<file path="src/rtl/wb_pkg.sv">
// Shared constants and queue-entry type for the in-order write-back commit unit.
package wb_pkg;
    localparam int REG_W    = 5;
    localparam int DATA_W   = 32;
    localparam int NUM_REGS = 32;

    typedef struct packed {
        logic [REG_W-1:0]  rd;
        logic [DATA_W-1:0] data;
        logic              is_load;
        logic              data_ok;
    } wb_entry_t;

    function automatic logic [NUM_REGS-1:0] reg_onehot(input logic [REG_W-1:0] r);
        logic [NUM_REGS-1:0] m;
        m    = '0;
        m[r] = 1'b1;
        return m;
    endfunction
endpackage

</file>
<file path="src/rtl/wb_busy_decode.sv">
// Folds the destination registers of all valid queue entries into a pending-write mask.
module wb_busy_decode
    import wb_pkg::*;
#(
    parameter int DEPTH = 4
) (
    input  logic [DEPTH-1:0]    valid,
    input  logic [REG_W-1:0]    entry_rd [DEPTH],
    output logic [NUM_REGS-1:0] busy_mask
);
    logic [NUM_REGS-1:0] entry_mask [DEPTH];

    genvar gi;
    generate
        for (gi = 0; gi < DEPTH; gi++) begin : g_entry
            assign entry_mask[gi] = valid[gi] ? reg_onehot(entry_rd[gi]) : '0;
        end
    endgenerate

    always_comb begin
        busy_mask = '0;
        for (int i = 0; i < DEPTH; i++) begin
            busy_mask = busy_mask | entry_mask[i];
        end
        // r0 never holds a result, so it can never be a hazard.
        busy_mask[0] = 1'b0;
    end
endmodule

</file>
<file path="src/rtl/wb_commit_unit.sv">
// In-order write-back queue: ALU results are ready on entry, load results are filled
// later in load order; the head commits one register write per cycle.
module wb_commit_unit
    import wb_pkg::*;
#(
    parameter int DEPTH = 4,
    parameter int AW    = 2
) (
    input  logic                clk,
    input  logic                rst,
    input  logic                mem_valid,
    output logic                mem_ready,
    input  logic                mem_reg_write,
    input  logic                mem_is_load,
    input  logic [REG_W-1:0]    mem_rd,
    input  logic [DATA_W-1:0]   mem_result,
    input  logic                ld_valid,
    input  logic [DATA_W-1:0]   ld_data,
    output logic                isWB,
    output logic [REG_W-1:0]    write_reg,
    output logic [DATA_W-1:0]   write_data,
    output logic [NUM_REGS-1:0] busy_mask,
    output logic                err
);
    localparam logic [AW:0] DEPTH_CNT = (AW+1)'(DEPTH);

    wb_entry_t           entry_reg [DEPTH];
    logic [DEPTH-1:0]    valid_reg;
    logic [AW-1:0]       head_reg;
    logic [AW-1:0]       tail_reg;
    logic [AW:0]         count_reg;
    logic [AW:0]         count_next;
    logic                iswb_reg;
    logic [REG_W-1:0]    write_reg_reg;
    logic [DATA_W-1:0]   write_data_reg;
    logic                err_reg;

    logic                accept;
    logic                alloc;
    logic                commit;
    wb_entry_t           new_entry;
    logic [AW-1:0]       scan_idx [DEPTH];
    logic [DEPTH-1:0]    scan_wait;
    logic [REG_W-1:0]    entry_rd [DEPTH];
    logic                ld_hit;
    logic [AW-1:0]       ld_ptr;

    // Ready depends only on the registered count; a same-edge commit does not free a slot.
    assign mem_ready = (count_reg < DEPTH_CNT);
    assign accept    = mem_valid && mem_ready;
    assign alloc     = accept && mem_reg_write && (mem_rd != '0);
    assign commit    = valid_reg[head_reg] && entry_reg[head_reg].data_ok;

    always_comb begin
        new_entry.rd      = mem_rd;
        new_entry.data    = mem_result;
        new_entry.is_load = mem_is_load;
        new_entry.data_ok = !mem_is_load;
    end

    genvar gi;
    generate
        for (gi = 0; gi < DEPTH; gi++) begin : g_scan
            assign scan_idx[gi]  = head_reg + AW'(gi);
            assign scan_wait[gi] = valid_reg[scan_idx[gi]]
                                 && entry_reg[scan_idx[gi]].is_load
                                 && !entry_reg[scan_idx[gi]].data_ok;
            assign entry_rd[gi]  = entry_reg[gi].rd;
        end
    endgenerate

    // Load pointer: oldest waiting load, found by scanning from the youngest slot toward head.
    always_comb begin
        ld_hit = 1'b0;
        ld_ptr = head_reg;
        for (int i = DEPTH - 1; i >= 0; i--) begin
            if (scan_wait[i]) begin
                ld_hit = 1'b1;
                ld_ptr = scan_idx[i];
            end
        end
    end

    assign count_next = count_reg + (AW+1)'(alloc) - (AW+1)'(commit);

    // Entry payloads carry no reset; validity alone decides whether they mean anything.
    always_ff @(posedge clk) begin
        if (alloc) begin
            entry_reg[tail_reg] <= new_entry;
        end
        if (ld_valid && ld_hit) begin
            entry_reg[ld_ptr].data    <= ld_data;
            entry_reg[ld_ptr].data_ok <= 1'b1;
        end
    end

    always_ff @(posedge clk) begin
        if (!rst) begin
            valid_reg      <= '0;
            head_reg       <= '0;
            tail_reg       <= '0;
            count_reg      <= '0;
            iswb_reg       <= 1'b0;
            write_reg_reg  <= '0;
            write_data_reg <= '0;
            err_reg        <= 1'b0;
        end else begin
            iswb_reg <= commit;
            if (commit) begin
                valid_reg[head_reg] <= 1'b0;
                head_reg            <= head_reg + 1'b1;
                write_reg_reg       <= entry_reg[head_reg].rd;
                write_data_reg      <= entry_reg[head_reg].data;
            end
            if (alloc) begin
                valid_reg[tail_reg] <= 1'b1;
                tail_reg            <= tail_reg + 1'b1;
            end
            count_reg <= count_next;
            if (ld_valid && !ld_hit) begin
                err_reg <= 1'b1;
            end
        end
    end

    wb_busy_decode #(
        .DEPTH(DEPTH)
    ) u_busy (
        .valid    (valid_reg),
        .entry_rd (entry_rd),
        .busy_mask(busy_mask)
    );

    assign isWB       = iswb_reg;
    assign write_reg  = write_reg_reg;
    assign write_data = write_data_reg;
    assign err        = err_reg;
endmodule

</file>
<file path="config.mk">
export PLATFORM = sky130hd
export DESIGN_NAME = wb_commit_unit
export DESIGN_NICKNAME = d
export VERILOG_FILES = /design/src/rtl/wb_pkg.sv /design/src/rtl/wb_busy_decode.sv /design/src/rtl/wb_commit_unit.sv
export SDC_FILE = /design/constraint.sdc
export NUM_CORES = 1
export LEC_CHECK = 0
export BUFFER_PORTS_ARGS = -buffer_cell sky130_fd_sc_hd__buf_2
export CORE_MARGIN = 10
export CORE_UTILIZATION = 50
export CTS_BUF_LIST = sky130_fd_sc_hd__clkbuf_8
export CTS_CLUSTER_DIAMETER = 100
export DETAILED_ROUTE_END_ITERATION = 10
export GPL_ROUTABILITY_DRIVEN = 1
export MAX_ROUTING_LAYER = met4
export PLACE_DENSITY = 0.76
export SLEW_MARGIN = 20
export SYNTH_ARGS = -nofsm -noshare
export SYNTH_HDL_FRONTEND = slang
export SYNTH_SLANG_ARGS = --single-unit
</file>
<file path="constraint.sdc">
create_clock -name clk -period 6.4 [get_ports clk]
set_clock_uncertainty 0.05 [all_clocks]
set_input_delay 1.28 -clock clk [delete_from_list [all_inputs] [get_ports clk]]
set_output_delay 1.28 -clock clk [all_outputs]
set_load 0.01 [all_outputs]
</file>
==> results.json, run 1 <==
{
  "outcome": "finished clean",
  "drt_iter0_drc": 816,
  "tightest_slew_ns": 1.09,
  "synth_edf_count": 152,
  "r2r_slack_ns": 2.04,
  "power_density_nw_per_um2": 259,
  "rows": 55,
  "synthCells": 986,
  "hold_buffers": 0,
  "io-pin-count": 147,
  "grt_pass1_wl_mm": 45.0,
  "grt_pass1_vias": 8429,
  "netlist.area_leader.share": 0.402,
  "reg2reg_to": "entry_reg[3][7]$_DFFE_PP_",
  "clk_path_buf_depth": 3,
  "cts_resized": 0,
  "required_ns": 6.48,
  "cap_violations": 0,
  "syn_avg_cell_area_um2": 11.5,
  "numClockSinks": 208,
  "holdPathEnd": "err$_SDFFE_PN0P_",
  "final_area_um2": 12700,
  "final_cells": 1417,
  "place_congestion": 0.925,
  "finalSetupViolations": 0,
  "min_path_type": "flop to flop",
  "portBuffers": 145,
  "clock_latency_ns": 0.52,
  "firstDrtPassIters": 7,
  "core_um2": 22500,
  "yosysSeqAreaShare": 0.501,
  "timing.critical_path.from_type": "flop",
  "seqCellArea_um2": 5690,
  "synth_top_family_by_area": "multiplexers",
  "crit_family": "simple AND/OR/NAND/NOR gates",
  "min_from": "err$_SDFFE_PN0P_",
  "yosysUniqueCellTypes": 63,
  "ant_nets": 0,
  "max_freq_mhz": 229,
  "dpl_cell_area_um2": 12100,
  "overflow": 0,
  "cts.reportedPaths.clkPinSlew_ns": 0.06,
  "synth_ff_type": "edfxtp_1",
  "tritoncts": "done",
  "critical_path.endpoint_type": "flop",
  "vias": 8241,
  "r2r_cells": 6,
  "antenna_found_initial": 0,
  "die_area_um2": 29100,
  "ys_seq_elements": 208,
  "path_class": "flop to flop",
  "min_period_over_period": 0.681,
  "worstPathMaxFanout": 39,
  "synth_compound_area_frac": 0.0872,
  "final_util": 0.565,
  "drv_slew": 0,
  "cpPeakStageDelay_ns": 1.05,
  "place_inst": 1354,
  "synthAdderAreaFrac": 0.0128,
  "leakage_nw": 5.12,
  "synth-xor-area-share": 0.00309,
  "synth_area_um2": 11300,
  "die_w_um": 171,
  "final_common_cell": "nand2_1",
  "slowest_stage": "dfxtp_2",
  "synth_fp_nets": 1072,
  "whs_path_depth": 1,
  "max_slew_margin": 0.275,
  "hold_viol_final": 0,
  "routed_via_density": 5.82,
  "grt_start_max_net_pins": 52,
  "avgRoutedWirePerCell_um": 20.2,
  "cts_setup_buffers": 0,
  "yosys_warnings": 0,
  "fin_crit_ns": 4.36,
  "synthToLayoutAreaGrowth_pct": 12.1,
  "layout.nets": 1192,
  "largest_reg_flops": 156,
  "timing.critical_path.buf_inv": 1,
  "multiInputGateArea_um2": 5070,
  "start_util": 0.504,
  "synthArstFlopShare": 0,
  "grt_setup_unrepaired": "false",
  "drive_above_1_share": 0.235,
  "worstPathCellList": "mux4_2 -> nand3b_4 -> mux2i_1 -> nor4b_4 -> buf_4 -> or2_2",
  "arrival_ns": 4.44,
  "synthSimpleGateAreaFrac": 0.146,
  "hpwl_mm": 18.5,
  "fill_cells": 1893,
  "vdd_drop_max_mv": 0.158,
  "num_antenna_cells": 0,
  "wirelength_mm": 28.6,
  "root_buffer": "clkbuf_8",
  "grt_usage": 0.199,
  "yosys-mux-area-fraction": 0.194,
  "synth_area_leaders": "edfxtp_1 40%, mux2i_1 11%, dfxtp_1 9.9%",
  "cts_made_buffers": 35,
  "die_h_um": 171,
  "drc": 0,
  "final_cell_mix": "232 x nand2_1, 152 x edfxtp_1, 145 x buf_2",
  "synth_area_leader_cell": "edfxtp_1",
  "tns_ns": 0,
  "htree_levels": 2
}
==> how the worst max path moves through the flow <==
stage,start,endpoint,cells after the start
2_1_floorplan,mem_rd[0],entry_reg[0][10]$_DFFE_PP_,5
3_3_place_gp,flop,entry_reg[3][7]$_DFFE_PP_,6
3_5_place_dp,flop,entry_reg[3][6]$_DFFE_PP_,6
4_1_cts,flop,entry_reg[3][6]$_DFFE_PP_,6
5_1_grt,flop,entry_reg[1][5]$_DFFE_PP_,7
6_report,flop,entry_reg[3][7]$_DFFE_PP_,6
==> metal layers <==
metal,up-vias,track usage,routed length (um)
met5,-,-,0
met4,0,0.0664,565
met3,61,0.0394,2170
met2,383,0.314,13700
met1,3956,0.252,12200
li1,3841,-,-
==> cells in the mapped netlist, types with 8 or more instances <==
cell,count
nand2_1,233
edfxtp_1,152
mux2i_1,130
dfxtp_1,56
inv_1,47
clkbuf_1,43
mux4_2,40
a21boi_0,38
o221ai_1,21
a21oi_1,20
nor2_1,20
nand3b_1,11
ha_1,10
nor2b_1,10
a221o_1,9
and2_1,9
nand3_1,8
==> where the power goes <==
group | internal [W] | total, W | switching (W)
clock | 0.000559 | 0.00108 | 0.000522
sequential | 0.00157 | 0.00166 | 0.0000960
combinational | 0.000260 | 0.000549 | 0.000289
==> worst reg2reg max path, stage by stage (launching register included) <==
cell	delay [ns]
dfxtp_2	1.05
mux4_2	0.65
nand3b_4	0.24
mux2i_1	0.33
nor4b_4	0.25
buf_4	0.55
or2_2	0.85
==> final cells by class <==
type	instances	share of cell area
sequential	208	0.448
clock buffer	39	0.0422
inverter	48	0.0142
multi-input combinational	661	0.399
timing repair buffer	152	0.0612
tap	285	0.0280
clock inverter	24	0.00787
==> metrics by stage <==
stage / setup slack [ns] / power, W / hold WS (ns)
6_report: 2.04 / 0.00329 / 0.410
3_3_place_gp: 2.15 / 0.00223 / 0.394
3_5_place_dp: 2.03 / 0.00225 / 0.399
2_1_floorplan: 2.77 / 0.00207 / 0.437
4_1_cts: 2.04 / 0.00332 / 0.413
5_1_grt: 1.86 / 0.00344 / 0.440
==> cells by family after synthesis <==
| logic type | count (synthesis) |
|---|---|
| buf+inv | 117 |
| fa+ha+maj | 11 |
| compound gates | 127 |
| simple gates | 348 |
| mux | 170 |
| other cells | 1 |
| xor+xnor | 4 |
| flops | 208 |
(Power assumes the default switching activity.)
==> run 2, diff against run 1 <==
- PLACE_DENSITY: 0.76 -> 0.78
- clock period: 6.4 -> 3.73 ns (I/O delays scaled with it)
==> run 2 against run 1 <==
- first-iteration DRC count up 14%
- sequential share of layout area down 0.59 points
- combinational power up 97%
- critical path type unchanged
- largest cell class unchanged
- highest routed layer unchanged
==> results.json, run 2 (synthesis gave the netlist of run 1 again) <==
{
  "grt_start_max_net_pins": 52,
  "rows": 55,
  "grt_pass1_wl_mm": 49.0,
  "worstPathMaxFanout": 32,
  "overflow": 0,
  "portBuffers": 145,
  "critical_path.most_common_cell": "inv_1",
  "firstDrtPassIters": 6,
  "worstPathCellList": "inv_1 -> ha_1 -> inv_1 -> o211a_1 -> o221ai_1 -> a31oi_4 -> nor4b_4 -> or2_2",
  "root_buffer": "clkbuf_8",
  "die_w_um": 171,
  "grt_pass1_vias": 8721,
  "die_area_um2": 29100,
  "cts_setup_buffers": 0,
  "layout.nets": 1212,
  "drv_slew": 0,
  "outcome": "finished clean",
  "cap_violations": 0,
  "tns_ns": 0,
  "arrival_ns": 3.13,
  "pre_cts_slack_ns": 0.503,
  "htree_levels": 2,
  "place_congestion": 0.964,
  "power_density_nw_per_um2": 447,
  "fill_cells": 1873,
  "antenna_found_initial": 0,
  "start_util": 0.504,
  "fin_ws_ns": 0.676,
  "min_period_over_period": 0.819,
  "num_antenna_cells": 0,
  "clk_path_buf_depth": 3,
  "min_path_type": "flop to flop",
  "hold_viol_final": 0,
  "numClockSinks": 208,
  "path_class": "flop to flop",
  "cts_made_buffers": 35,
  "tritoncts": "done",
  "max_slew_margin": 0.387,
  "max_freq_mhz": 327,
  "final_cell_mix": "232 x nand2_1, 152 x edfxtp_1, 145 x buf_2",
  "fin_crit_ns": 3.05,
  "grt_usage": 0.217,
  "routed_via_density": 5.97,
  "drive_above_1_share": 0.248,
  "power_w": 0.00577,
  "cts_resized": 0,
  "timing.critical_path.from_type": "flop",
  "critical_path.endpoint_type": "flop",
  "avgRoutedWirePerCell_um": 21.8,
  "finalSetupViolations": 0,
  "hold_buffers": 0,
  "hpwl_mm": 20.5,
  "r2r_slack_ns": 0.68,
  "leakage_nw": 5.24,
  "required_ns": 3.80,
  "wirelength_mm": 31.2,
  "ant_nets": 0,
  "tightest_slew_ns": 0.919,
  "cpPeakStageDelay_ns": 0.77,
  "die_h_um": 171,
  "drc": 0,
  "slowest_stage": "or2_2",
  "vdd_drop_max_mv": 0.311,
  "final_common_cell": "nand2_1",
  "cts.reportedPaths.clkPinSlew_ns": 0.06,
  "grt_setup_unrepaired": "false",
  "vias": 8568,
  "core_um2": 22500,
  "clock_latency_ns": 0.52,
  "largest_reg_flops": 156,
  "drt_iter0_drc": 934,
  "io-pin-count": 147,
  "synthToLayoutAreaGrowth_pct": 13.6
}
-- run 2: cell types whose count changed in the layout (fill, tap and decap cells not counted), moves of 2 or more --
| cell | change |
|---|---|
| nor3b_1 | +2 |
| nor3b_2 | -2 |
| buf_4 | +19 |
| clkbuf_8 | +3 |
-- run 2: report_power, final --
part	switching, W	internal [W]	total, W
Sequential	0.000101	0.00269	0.00279
Combinational	0.000606	0.000473	0.00108
Clock	0.000884	0.00101	0.00190
Total	0.00159	0.00417	0.00577
-- run 2: path summary, 6_finish.rpt --
path	from	endpoint	cells past startpoint
min	write_data[19]$_SDFFE_PN0N_	write_data[19]$_SDFFE_PN0N_	2
max	head_reg[1]$_SDFFE_PN0N_	entry_reg[3][8]$_DFFE_PP_	8
max reg2reg	head_reg[1]$_SDFFE_PN0N_	entry_reg[3][8]$_DFFE_PP_	8
min reg2reg	write_data[19]$_SDFFE_PN0N_	write_data[19]$_SDFFE_PN0N_	2
-- run 2: cell type report --
| class | instances | area [um2] | area share |
|---|---|---|---|
| clock buffers | 42 | 578 | 0.0449 |
| flip-flops and latches | 208 | 5690 | 0.442 |
| clock inverters | 20 | 76.3 | 0.00592 |
| inverters | 48 | 180 | 0.0140 |
| multi-input cells | 661 | 5060 | 0.393 |
| well taps | 285 | 357 | 0.0277 |
| repair buffers | 172 | 941 | 0.0730 |
-- run 2: worst max-delay path: cells and delay by family, from the launching register on --
kind                       cells  cell delay, ns
adders and majority gates      1            0.39
AOI/OAI and AO/OA              3            0.54
buffers and inverters          2            0.19
and+or+nand+nor                2            1.07
DFF                            1            0.43
-- run 2: routing by layer --
| layer | share of wire | wire (um) | vias to the layer above | track usage |
|---|---|---|---|---|
| met3 | 0.085 | 2650 | 56 | 0.0373 |
| met4 | 0.017 | 524 | 0 | 0.0679 |
| met5 | 0 | 0 | - | - |
| met1 | 0.41 | 12800 | 4180 | 0.275 |
| met2 | 0.49 | 15300 | 451 | 0.351 |
| li1 | - | - | 3881 | - |
-- run 2: stage by stage --
stage | instance area (um2) | hold slack [ns] | std cells | util
2_1_floorplan | 11300 | 0.437 | 986 | -
5_1_grt | 12900 | 0.415 | 1436 | 0.573
3_3_place_gp | 12200 | 0.398 | 1374 | 0.544
4_1_cts | 12900 | 0.403 | 1436 | 0.573
3_5_place_dp | 12200 | 0.406 | 1374 | 0.544
6_report | 12900 | 0.411 | 1436 | 0.573
==> run 3, diff against run 2 <==
- PLACE_DENSITY: 0.78 -> 0.76
- clock period: 3.73 -> 2.84 ns (I/O delays scaled with it)
==> run 3 against run 2 <==
- final cell count grew 1.9%
- highest routed layer unchanged
- largest cell class unchanged
- flip-flop and latch count unchanged
- critical path depth is 4 lower
- sequential share of layout area shrank 1.1 points
==> results.json, run 3 (synthesis gave the netlist of run 1 again) <==
{
  "cap_violations": 0,
  "vias": 8600,
  "hold_buffers": 0,
  "drive_above_1_share": 0.269,
  "ant_nets": 0,
  "layout.nets": 1239,
  "worstPathCellList": "nor3b_1 -> inv_1 -> o221ai_1 -> buf_2",
  "hpwl_mm": 20.8,
  "pre_cts_slack_ns": -0.146,
  "intPower_w": 0.00556,
  "htree_levels": 2,
  "max_freq_mhz": 358,
  "synthToLayoutAreaGrowth_pct": 16.4,
  "portBuffers": 145,
  "hold_viol_final": 0,
  "worstPathMaxFanout": 14,
  "timing.critical_path.from_type": "flop",
  "root_buffer": "clkbuf_8",
  "final_cells": 1463,
  "routed_via_density": 5.88,
  "slowest_stage": "edfxtp_1",
  "grt_pass1_wl_mm": 48.2,
  "io-pin-count": 147,
  "grt_start_max_net_pins": 52,
  "clock_latency_ns": 0.52,
  "place_inst": 1399,
  "arrival_ns": 2.17,
  "final_common_cell": "nand2_1",
  "min_path_type": "primary input to flop",
  "drt_iter0_drc": 854,
  "die_h_um": 171,
  "path_class": "flop to output port",
  "numClockSinks": 208,
  "required_ns": 2.22,
  "min_period_over_period": 0.983,
  "die_w_um": 171,
  "p_switching_w": 0.00211,
  "wirelength_mm": 31.3,
  "firstDrtPassIters": 6,
  "rows": 55,
  "place_congestion": 0.930,
  "cts.reportedPaths.clkPinSlew_ns": 0.06,
  "start_util": 0.504,
  "drv_slew": 0,
  "largest_reg_flops": 156,
  "drc": 0,
  "core_um2": 22500,
  "seqPwrFrac": 0.478,
  "max_slew_margin": 0.434,
  "final_cell_mix": "232 x nand2_1, 152 x edfxtp_1, 145 x buf_2",
  "fin_ws_ns": 0.0489,
  "critical_path.endpoint_type": "output port",
  "overflow": 0,
  "clk_path_buf_depth": 3,
  "finalSetupViolations": 0,
  "pwr-share-clk": 0.328,
  "fin_crit_ns": 2.79,
  "cpPeakStageDelay_ns": 0.61,
  "tightest_slew_ns": 0.849,
  "cts_made_buffers": 36,
  "avgRoutedWirePerCell_um": 21.4,
  "vdd_drop_max_mv": 0.347,
  "comb_power_share": 0.195,
  "outcome": "finished clean",
  "tritoncts": "done",
  "antenna_found_initial": 2,
  "grt_usage": 0.216,
  "power_density_nw_per_um2": 580,
  "die_area_um2": 29100,
  "leakage_nw": 5.40,
  "grt_pass1_vias": 8882,
  "power_switching_share": 0.275
}
-- run 3: power groups by stage --
stage	Clock [W]	Combinational [W]	Sequential, W
after global placement	0	0.00146	0.00371
final	0.00251	0.00149	0.00366
after detailed placement	0	0.00149	0.00372
after global routing	0.00268	0.00162	0.00369
after CTS	0.00255	0.00149	0.00366
after floorplan	0	0.000974	0.00371
-- run 3: metrics by stage --
stage	utilization	instance area [um2]	setup TNS, ns	hold WS, ns	power (W)
floorplan	-	11400	0	0.437	0.00468
global placement	0.556	12500	-0.0739	0.395	0.00517
detailed placement	0.556	12500	-0.146	0.406	0.00521
CTS	0.585	13200	0	0.230	0.00770
global route	0.587	13200	-0.000707	0.246	0.00799
finish	0.587	13200	0	0.251	0.00767
-- run 3: routing by layer --
metal / track usage / part of all wire
met1: 0.269 / 0.41
met4: 0.0671 / 0.021
met5: - / 0
met3: 0.0369 / 0.080
met2: 0.354 / 0.49
-- run 3: path summary, 6_finish.rpt --
check	to	from	slack (ns)	cells after the start
worst min register to register	write_data[25]$_SDFFE_PN0N_	write_data[25]$_SDFFE_PN0N_	0.41	2
worst min-delay path	entry_reg[2][38]$_DFFE_PN_	mem_rd[4]	0.25	1
worst max-delay path	busy_mask[8]	entry_reg[3][36]$_DFFE_PN_	0.05	4
worst max register to register	entry_reg[0][3]$_DFFE_PP_	head_reg[1]$_SDFFE_PN0N_	0.13	10
-- run 3: timing repair --
item                                    in CTS  in global routing
resized for setup                            0                 14
buffers inserted                             0                  0
endpoints found under the setup margin       0                125
-- run 3: critical path: cells and delay by family (launching register included) --
family                 cells  cell delay, ns
and+or+nand+nor            1            0.50
AOI/OAI and AO/OA          1            0.26
DFF                        1            0.61
buffers and inverters      2            0.29
-- run 3: area by class of cell --
class	count	area, um2
fill	1854	9300
clock buffer	39	537
inverter	48	181
antenna	1	2.50
timing repair buffer	197	1220
tap	285	357
sequential	208	5690
clock inverter	23	115
multi-input combinational	662	5100
